**src/rtl/apb_pkg.sv**
```systemverilog
// Shared APB definitions: FSM state encoding and default bus widths.
package apb_pkg;

  localparam int APB_ADDR_W = 32;
  localparam int APB_DATA_W = 32;

  typedef enum logic [1:0] {
    APB_IDLE,
    APB_SETUP,
    APB_ACCESS,
    APB_RESP
  } apb_state_e;

endpackage

```
**src/rtl/apb_intf.sv**
```systemverilog
// APB3 bus bundle; the initiator uses the master view, register blocks the slave view.
interface apb_intf #(
  parameter int ADDR_W = 32,
  parameter int DATA_W = 32
) ();

  logic              psel;
  logic              penable;
  logic              pwrite;
  logic [ADDR_W-1:0] paddr;
  logic [DATA_W-1:0] pwdata;
  logic [DATA_W-1:0] prdata;
  logic              pready;
  logic              pslverr;

  modport master (
    output psel, penable, pwrite, paddr, pwdata,
    input  prdata, pready, pslverr
  );

  modport slave (
    input  psel, penable, pwrite, paddr, pwdata,
    output prdata, pready, pslverr
  );

endinterface

```
**src/rtl/apb_initiator.sv**
```systemverilog
// APB3 requester: converts a valid/ready request into one APB transfer and
// returns the result on a valid/ready response channel. One transfer in flight.
module apb_initiator
  import apb_pkg::*;
#(
  parameter int ADDR_W  = APB_ADDR_W,
  parameter int DATA_W  = APB_DATA_W,
  parameter int TIMEOUT = 256
) (
  input  logic              clk,
  input  logic              rstn,
  input  logic              req_valid,
  output logic              req_ready,
  input  logic              req_write,
  input  logic [ADDR_W-1:0] req_addr,
  input  logic [DATA_W-1:0] req_wdata,
  output logic              rsp_valid,
  input  logic              rsp_ready,
  output logic [DATA_W-1:0] rsp_rdata,
  output logic              rsp_err,
  output logic              rsp_timeout,
  apb_intf.master           apb_intf
);

  // Counter wide enough to hold TIMEOUT; a disabled timeout still needs one bit.
  localparam int CNT_W = (TIMEOUT > 0) ? $clog2(TIMEOUT + 1) : 1;
  localparam logic [CNT_W-1:0] CNT_LAST = CNT_W'((TIMEOUT > 0) ? TIMEOUT - 1 : 0);
  localparam logic [CNT_W-1:0] CNT_SAT  = '1;

  apb_state_e        state_reg;
  logic              psel_reg;
  logic              penable_reg;
  logic              pwrite_reg;
  logic [ADDR_W-1:0] paddr_reg;
  logic [DATA_W-1:0] pwdata_reg;
  logic              rsp_valid_reg;
  logic [DATA_W-1:0] rsp_rdata_reg;
  logic              rsp_err_reg;
  logic              rsp_timeout_reg;
  logic [CNT_W-1:0]  tmo_cnt_reg;

  // Requests are only taken in IDLE; depends on state alone so req_valid never loops back.
  assign req_ready = (state_reg == APB_IDLE);

  assign rsp_valid   = rsp_valid_reg;
  assign rsp_rdata   = rsp_rdata_reg;
  assign rsp_err     = rsp_err_reg;
  assign rsp_timeout = rsp_timeout_reg;

  assign apb_intf.psel    = psel_reg;
  assign apb_intf.penable = penable_reg;
  assign apb_intf.pwrite  = pwrite_reg;
  assign apb_intf.paddr   = paddr_reg;
  assign apb_intf.pwdata  = pwdata_reg;

  // Transfer sequencer: request capture, APB phases, wait/timeout counting and response hold.
  always_ff @(posedge clk or negedge rstn) begin
    if (!rstn) begin
      state_reg       <= APB_IDLE;
      psel_reg        <= 1'b0;
      penable_reg     <= 1'b0;
      pwrite_reg      <= 1'b0;
      paddr_reg       <= '0;
      pwdata_reg      <= '0;
      rsp_valid_reg   <= 1'b0;
      rsp_rdata_reg   <= '0;
      rsp_err_reg     <= 1'b0;
      rsp_timeout_reg <= 1'b0;
      tmo_cnt_reg     <= '0;
    end else begin
      case (state_reg)
        APB_IDLE: begin
          if (req_valid) begin
            // Address/data/direction are latched here and held until the next request.
            state_reg   <= APB_SETUP;
            psel_reg    <= 1'b1;
            penable_reg <= 1'b0;
            pwrite_reg  <= req_write;
            paddr_reg   <= req_addr;
            pwdata_reg  <= req_wdata;
            tmo_cnt_reg <= '0;
          end
        end

        APB_SETUP: begin
          state_reg   <= APB_ACCESS;
          penable_reg <= 1'b1;
        end

        APB_ACCESS: begin
          if (apb_intf.pready) begin
            // A completing slave beats the timeout when both happen together.
            state_reg       <= APB_RESP;
            psel_reg        <= 1'b0;
            penable_reg     <= 1'b0;
            rsp_valid_reg   <= 1'b1;
            rsp_rdata_reg   <= pwrite_reg ? '0 : apb_intf.prdata;
            rsp_err_reg     <= apb_intf.pslverr;
            rsp_timeout_reg <= 1'b0;
          end else if ((TIMEOUT != 0) && (tmo_cnt_reg == CNT_LAST)) begin
            state_reg       <= APB_RESP;
            psel_reg        <= 1'b0;
            penable_reg     <= 1'b0;
            rsp_valid_reg   <= 1'b1;
            rsp_rdata_reg   <= '0;
            rsp_err_reg     <= 1'b1;
            rsp_timeout_reg <= 1'b1;
          end else if (tmo_cnt_reg != CNT_SAT) begin
            tmo_cnt_reg <= tmo_cnt_reg + 1'b1;
          end
        end

        APB_RESP: begin
          if (rsp_ready) begin
            rsp_valid_reg <= 1'b0;
            state_reg     <= APB_IDLE;
          end
        end

        default: begin
          state_reg <= APB_IDLE;
        end
      endcase
    end
  end

endmodule
```
**src/flat_wrapper.sv**
```systemverilog
// flat-port wrapper written by rule: the top's interface ports become plain ports
module apb_initiator_flat import apb_pkg::*;
#(
  parameter int ADDR_W  = APB_ADDR_W,
  parameter int DATA_W  = APB_DATA_W,
  parameter int TIMEOUT = 256
)
  (clk, rstn, req_valid, req_ready, req_write, req_addr, req_wdata, rsp_valid, rsp_ready, rsp_rdata, rsp_err, rsp_timeout, apb_intf_psel, apb_intf_penable, apb_intf_pwrite, apb_intf_paddr, apb_intf_pwdata, apb_intf_prdata, apb_intf_pready, apb_intf_pslverr);
  apb_intf #(.ADDR_W(ADDR_W), .DATA_W(DATA_W)) apb_intf_i ();
  input  logic clk;
  input  logic rstn;
  input  logic req_valid;
  output logic req_ready;
  input  logic req_write;
  input  logic [ADDR_W-1:0] req_addr;
  input  logic [DATA_W-1:0] req_wdata;
  output logic rsp_valid;
  input  logic rsp_ready;
  output logic [DATA_W-1:0] rsp_rdata;
  output logic rsp_err;
  output logic rsp_timeout;
  output wire logic [$bits(apb_intf_i.psel)-1:0] apb_intf_psel;
  output wire logic [$bits(apb_intf_i.penable)-1:0] apb_intf_penable;
  output wire logic [$bits(apb_intf_i.pwrite)-1:0] apb_intf_pwrite;
  output wire logic [$bits(apb_intf_i.paddr)-1:0] apb_intf_paddr;
  output wire logic [$bits(apb_intf_i.pwdata)-1:0] apb_intf_pwdata;
  input wire logic [$bits(apb_intf_i.prdata)-1:0] apb_intf_prdata;
  input wire logic [$bits(apb_intf_i.pready)-1:0] apb_intf_pready;
  input wire logic [$bits(apb_intf_i.pslverr)-1:0] apb_intf_pslverr;
  assign apb_intf_psel = apb_intf_i.psel;
  assign apb_intf_penable = apb_intf_i.penable;
  assign apb_intf_pwrite = apb_intf_i.pwrite;
  assign apb_intf_paddr = apb_intf_i.paddr;
  assign apb_intf_pwdata = apb_intf_i.pwdata;
  assign apb_intf_i.prdata = apb_intf_prdata;
  assign apb_intf_i.pready = apb_intf_pready;
  assign apb_intf_i.pslverr = apb_intf_pslverr;
  apb_initiator #(.ADDR_W(ADDR_W), .DATA_W(DATA_W), .TIMEOUT(TIMEOUT)) u_core (.clk(clk), .rstn(rstn), .req_valid(req_valid), .req_ready(req_ready), .req_write(req_write), .req_addr(req_addr), .req_wdata(req_wdata), .rsp_valid(rsp_valid), .rsp_ready(rsp_ready), .rsp_rdata(rsp_rdata), .rsp_err(rsp_err), .rsp_timeout(rsp_timeout), .apb_intf(apb_intf_i));
endmodule
```
**config.mk**
```make
export PLATFORM = sky130hd
export DESIGN_NAME = apb_initiator_flat
export DESIGN_NICKNAME = d
export VERILOG_FILES = /design/src/rtl/apb_pkg.sv /design/src/rtl/apb_intf.sv /design/src/rtl/apb_initiator.sv /design/src/flat_wrapper.sv
export SDC_FILE = /design/constraint.sdc
export NUM_CORES = 1
export LEC_CHECK = 0
export ABC_AREA = 0
export BUFFER_PORTS_ARGS = -buffer_cell sky130_fd_sc_hd__buf_4
export CORE_MARGIN = 5
export CORE_UTILIZATION = 30
export CTS_CLUSTER_DIAMETER = 80
export DETAILED_ROUTE_END_ITERATION = 10
export HOLD_SLACK_MARGIN = 0.03
export PLACE_DENSITY_LB_ADDON = 0.1
export SETUP_SLACK_MARGIN = 0.15
export SYNTH_ARGS = -nofsm -noshare
export SYNTH_HDL_FRONTEND = slang
export SYNTH_SLANG_ARGS = --single-unit
```
**constraint.sdc**
```tcl
create_clock -name clk -period 2.3 [get_ports clk]
set_input_delay 0.46 -clock clk [delete_from_list [all_inputs] [get_ports clk]]
set_output_delay 0.46 -clock clk [all_outputs]
set_load 0.02 [all_outputs]
```
==> impl_metrics.py, run 1 <==
metrics = {
    "run_status": {
        "status": "finished clean",
    },
    "job": {
        "drv.max_cap_violation_count": 0,
    },
    "sta": {
        "hold_viol": 0,
        "setup_violations": 0,
        "worst_slack_ns": 0.01550,
        "maxSlewViolCount": 0,
        "worst_pin_slew_ns": 0.4952,
        "skew_ns": 0.005330,
        "rsz0062_at_grt": "yes",
        "period_needed_ns": 2.285,
        "fmax_mhz": 437.7,
        "timing.final.crit_share_pct": 99.33,
        "relSlewSlack_pct": 66.87,
    },
    "clock_network": {
        "root_buffer": "clkbuf_16",
        "clk_path_buf_depth": 2,
        "cts_tree": "yes",
        "path_clk_slew_ns": 0.05,
        "cts.sinks": 113,
        "h-tree-depth": 4,
        "numCtsBuffers": 17,
        "insertion_delay_ns": 0.40,
    },
    "detailed_routing": {
        "vias_per_cell": 4.472,
        "route.detailed.drc": 0,
        "drt-initial-drc-count": 101,
        "wirelength_um": 12200,
        "drtPass1Iterations": 4,
        "route.detailed.wl_per_inst_um": 15.34,
        "antenna_left": 0,
        "num_vias": 3555,
    },
    "grt": {
        "track_usage_pct": 13.92,
        "grt_max_degree": 66,
        "overflow": 0,
        "grt_pass1_vias": 3720,
        "antenna_found_initial": 0,
        "grt_pass1_wl_um": 19430,
    },
    "power": {
        "p_total_w": 0.01047,
        "vdd_drop_max_mv": 0.7465,
        "power_density_nw_per_um2": 1482,
        "leakage_nw": 3.403,
    },
    "layout": {
        "nets": 708,
        "drive_gt1_share_pct": 54.70,
        "area_growth_pct": 55.34,
        "fin_util_pct": 46.98,
        "final_area_um2": 7063,
        "diodes": 0,
    },
    "yosys": {
        "synth_edf_count": 0,
        "synth-seq-area-share_pct": 62.19,
        "synth.distinct_cells": 23,
        "syn-mean-instance-area_um2": 12.22,
        "netlist_instances": 372,
        "synth_most_common_cell": "dfrtp_1",
        "synth_flop_cell": "dfrtp_1",
        "yosys_warnings": 0,
        "syn-num-nets": 484,
        "async_reset_ff_share_pct": 100.0,
        "syn_area_um2": 4547,
        "synth_commonest_cells": "113 x dfrtp_1, 75 x nand2_1, 66 x mux2_2, 40 x o21ai_0, 19 x clkbuf_1",
        "synth_top_area_share_pct": 62.19,
        "synth_area_leader_cell": "dfrtp_1",
        "ys_ff_latch": 113,
        "synth_top_cells_by_area": "dfrtp_1 62%, mux2_2 16%, nand2_1 6.2%",
    },
    "die": {
        "start_util_pct": 30.25,
        "fp-row-count": 45,
        "chipHeight_um": 133.1,
        "dieArea_um2": 17720,
        "core-area_um2": 15030,
        "ios": 206,
        "die_w_um": 133.1,
    },
    "worst_setup_path": {
        "setup.worst_path.start_class": "flop",
        "cp_cell_sequence": "ha_2 -> nand3_2 -> nor2_4 -> ha_4 -> or4b_4 -> a21o_1 -> or4_1 -> a21oi_2",
        "crit_fanout": 4,
        "end_kind": "flop",
        "path_class": "flop to flop",
        "cp_data_required_time_ns": 2.63,
        "cpMaxStageDelayCell": "or4b_4",
        "slowest_delay_ns": 0.54,
        "worstPathArrival_ns": 2.61,
    },
    "place": {
        "io_buffers": 205,
        "dpl.hpwl_um": 8934,
        "placed_area_um2": 6390,
        "place_congestion": 0.7597,
        "preCtsSetupSlack_ns": -0.009844,
    },
    "min_path": {
        "min_path_type": "input port to flop",
    },
}
-- repair_timing --
| item | 4_1_cts | 5_1_grt |
|---|---|---|
| hold buffers | 1 | 0 |
| endpoints found under the hold margin | 13 | 0 |
| buffers inserted | 4 | 4 |
| resized for setup | 2 | 8 |
| pin swaps | 4 | 5 |
| endpoints found under the setup margin | 3 | 9 |
-- placed cells by master (no fill, tap or decap), drive strengths merged --
cell type / count
buf: 224
dfrtp: 113
nand2: 75
mux2: 66
o21ai: 40
clkbuf: 25
ha: 9
inv: 7
nor2: 7
a21oi: 6
nand3: 4
a211oi: 4
nand2b: 3
xnor2: 3
clkinv: 3
o31ai: 3
or4: 3
a22o: 2
nor2b: 2
nand4: 1
a221oi: 1
or4b: 1
a21o: 1
mux2i: 1
bufinv: 1
clkinvlp: 1
dlygate4sd3: 1
-- kinds of logic (layout without fill, tap and decap cells) --
family,after synthesis,in the layout,share of synthesized area (%)
xor gates and xnor gates,3,3,0.5780
and+or+nand+nor,96,96,8.833
adders and majority gates,9,9,2.477
muxes,67,67,16.57
buffers and inverters,27,262,2.394
DFF,113,113,62.19
AOI/OAI and AO/OA,57,57,6.962
-- critical path: cells and delay by family, from the launching register on --
family | cells | cell delay (ns)
compound gates | 2 | 0.37
simple gates | 4 | 1.10
flops | 1 | 0.38
fa+ha+maj | 2 | 0.36
-- report_power, final --
| part | internal [W] | leakage [nW] | switching (W) |
|---|---|---|---|
| clock network | 0.00161 | 0.275 | 0.000848 |
| logic | 0.00215 | 1.73 | 0.00242 |
| registers | 0.00292 | 1.40 | 0.000517 |
-- routing by layer --
layer  share of wire (%)  track usage [%]
met5                   0                0
met1                  42            16.76
met4                 2.0            5.714
met2                  46            20.57
met3                  10            7.931
-- cell type report --
class,count,area [um2]
Inverter,7,26.28
Sequential cell,113,2828
Fill cell,1425,7970
Timing Repair Buffer,225,1733
Tap cell,188,235.2
Multi-Input combinational cell,232,1683
Clock buffer,25,505.5
Clock inverter,5,52.55
-- path summary, 6_finish.rpt --
check	slack (ns)	cells after the start	endpoint	start
max	0.02	8	u_core.tmo_cnt_reg[5]	u_core.tmo_cnt_reg[0]
min	0.28	2	u_core.apb_intf.paddr[25]	req_addr[25]
max reg2reg	0.02	8	u_core.tmo_cnt_reg[5]	u_core.tmo_cnt_reg[0]
min reg2reg	0.48	2	u_core.rsp_rdata[5]	u_core.rsp_rdata[5]
max in group asynchronous	1.21	3	u_core.rsp_rdata[17]	rstn
min in group asynchronous	0.46	2	u_core.apb_intf.pwdata[15]	rstn
-- stage by stage --
step	hold slack, ns	cells	setup TNS [ns]
after floorplan	0.1644	372	0
after global placement	0.3387	756	0
after detailed placement	0.3417	756	-0.009844
after CTS	0.2570	791	0
after global routing	0.2595	795	-0.1488
final	0.2825	795	0
(Power assumes the default switching activity.)
==> inputs of run 2 (changes only) <==
CORE_UTILIZATION = 40   (was 30)
==> run 2 against run 1 <==
Core utilization is 16 points higher. Clock power rose by 13%. Global-route usage is 3.6 points higher. Combinational power is 2% higher. Worst setup slack worse by 0.0026 ns. Via count is 1.6% higher. First-iteration DRC count is 110% higher. Sequential power barely moved. Register-to-register slack about the same. Largest cell class unchanged.
==> impl_metrics.py, run 2 (synthesized netlist as in run 1, its figures left out) <==
metrics = {
    "die": {
        "core-area_um2": 11270,
        "chipHeight_um": 116.6,
        "fp-row-count": 39,
        "start_util_pct": 40.34,
        "dieArea_um2": 13600,
        "ios": 206,
        "die_w_um": 116.6,
    },
    "place": {
        "dpl.hpwl_um": 8642,
        "io_buffers": 205,
        "preCtsSetupSlack_ns": -0.04407,
        "placed_cells": 712,
        "place_congestion": 0.7583,
    },
    "power": {
        "power_density_nw_per_um2": 1529,
        "clkPwrFrac_pct": 25.6,
        "swShare_pct": 35.73,
        "switching_power_w": 0.003885,
        "sequentialPowerShare_pct": 31.6,
        "power_frac_comb_pct": 42.8,
        "leakage_nw": 3.429,
        "p_total_w": 0.01087,
        "vdd_drop_max_mv": 0.8149,
        "p_int_w": 0.006989,
    },
    "min_path": {
        "min_path_type": "input port to async pin",
    },
    "layout": {
        "drive_gt1_share_pct": 56.41,
        "multi_input_area_um2": 1714,
        "nets": 707,
        "most-common-layout-cells": "219 x buf_4, 113 x dfrtp_1, 74 x nand2_1, 66 x mux2_2, 37 x o21ai_0",
        "area_growth_pct": 56.44,
        "instances_no_fill": 751,
        "nFillCells": 912,
        "ff_latch_area_um2": 2828,
        "fin_util_pct": 63.10,
        "layout_commonest_cell": "buf_4",
        "diodes": 0,
    },
    "detailed_routing": {
        "vias_per_cell": 4.811,
        "route.detailed.wl_per_inst_um": 15.76,
        "route.detailed.drc": 0,
        "drt-initial-drc-count": 210,
        "antenna_left": 0,
        "drtPass1Iterations": 4,
        "num_vias": 3613,
        "wirelength_um": 11840,
    },
    "sta": {
        "timing.final.crit_share_pct": 99.44,
        "hold_viol": 0,
        "setup_violations": 0,
        "worst_slack_ns": 0.01292,
        "hold_ws_ns": 0.05647,
        "worst_pin_slew_ns": 0.5792,
        "skew_ns": 0.005900,
        "fmax_mhz": 437.2,
        "period_needed_ns": 2.287,
        "maxSlewViolCount": 0,
        "relSlewSlack_pct": 61.39,
        "rsz0062_at_grt": "yes",
    },
    "worst_setup_path": {
        "setup.worst_path.start_class": "flop",
        "path_class": "flop to flop",
        "cp_data_required_time_ns": 2.56,
        "end_kind": "flop",
        "worstPathArrival_ns": 2.54,
        "crit_fanout": 5,
    },
    "grt": {
        "grt_max_degree": 66,
        "use_met3_pct": 7.306,
        "antenna_found_initial": 0,
        "grtUsageMet1_pct": 20.39,
        "track_usage_pct": 17.54,
        "grt_use_met2_pct": 29.18,
        "grt_pass1_wl_um": 18460,
        "overflow": 0,
        "busiest_layer": "met2",
        "grt_pass1_vias": 3787,
    },
    "clock_network": {
        "root_buffer": "clkbuf_16",
        "clk_path_buf_depth": 2,
        "numCtsBuffers": 17,
        "cts.sinks": 113,
        "cts_tree": "yes",
        "h-tree-depth": 4,
        "path_clk_slew_ns": 0.05,
        "insertion_delay_ns": 0.40,
    },
    "run_status": {
        "status": "finished clean",
    },
    "job": {
        "drv.max_cap_violation_count": 0,
    },
}
-- run 2: layout make-up --
type	instances	share of cell area, %
Inverter	7	0.3694
Sequential cell	113	39.75
Timing Repair Buffer	224	24.27
Clock inverter	12	2.568
Tap cell	143	2.515
Clock buffer	20	6.420
Multi-Input combinational cell	232	24.10
-- run 2: per-stage QoR --
step	TNS [ns]	instance area, um2
after floorplan	0	4562
after global placement	0	6341
after detailed placement	-0.08815	6341
after CTS	0	7041
after global routing	-0.04860	7113
final	0	7113
-- run 2: worst max-delay path, cell delays in order, from the launching register on --
cell     delay (ns)
dfrtp_1        0.38
ha_2           0.20
nand3_2        0.07
nor2_2         0.05
ha_2           0.16
or4b_4         0.55
a21o_4         0.24
buf_4          0.14
o31ai_1        0.26
a21oi_2        0.09
-- run 2: power groups by stage --
stage	combinational (W)	clock, W	sequential (W)
2_1_floorplan	0.00144	0	0.00449
5_1_grt	0.00503	0.00296	0.00357
3_5_place_dp	0.00457	0	0.00347
4_1_cts	0.00466	0.00285	0.00345
3_3_place_gp	0.00449	0	0.00342
6_report	0.00465	0.00279	0.00344
-- run 2: timing repair --
item | in CTS | in global routing
hold buffers | 0 | 0
setup buffers | 5 | 2
hold endpoints to repair | 0 | 0
gates cloned | 0 | 0
pin swaps | 3 | 2
gates resized for setup | 4 | 15
setup endpoints to repair | 6 | 9
-- run 2: worst paths after layout --
kind | to | depth (start not counted) | from | slack (ns)
max | u_core.tmo_cnt_reg[7] | 9 | u_core.tmo_cnt_reg[0] | 0.01
min | u_core.rsp_rdata[27] | 1 | rstn | 0.06
max reg2reg | u_core.tmo_cnt_reg[7] | 9 | u_core.tmo_cnt_reg[0] | 0.01
min reg2reg | u_core.rsp_rdata[7] | 2 | u_core.rsp_rdata[7] | 0.48
max in group asynchronous | u_core.apb_intf.pwdata[8] | 2 | rstn | 1.58
min in group clk | u_core.apb_intf.paddr[23] | 2 | req_addr[23] | 0.29
-- run 2: per-layer routing --
layer	part of all wire, %	wire length, um	vias up
met1	39	4650	1753
li1	-	-	1715
met4	0.93	110	0
met5	0	0	-
met2	50	5925	136
met3	9.7	1147	9
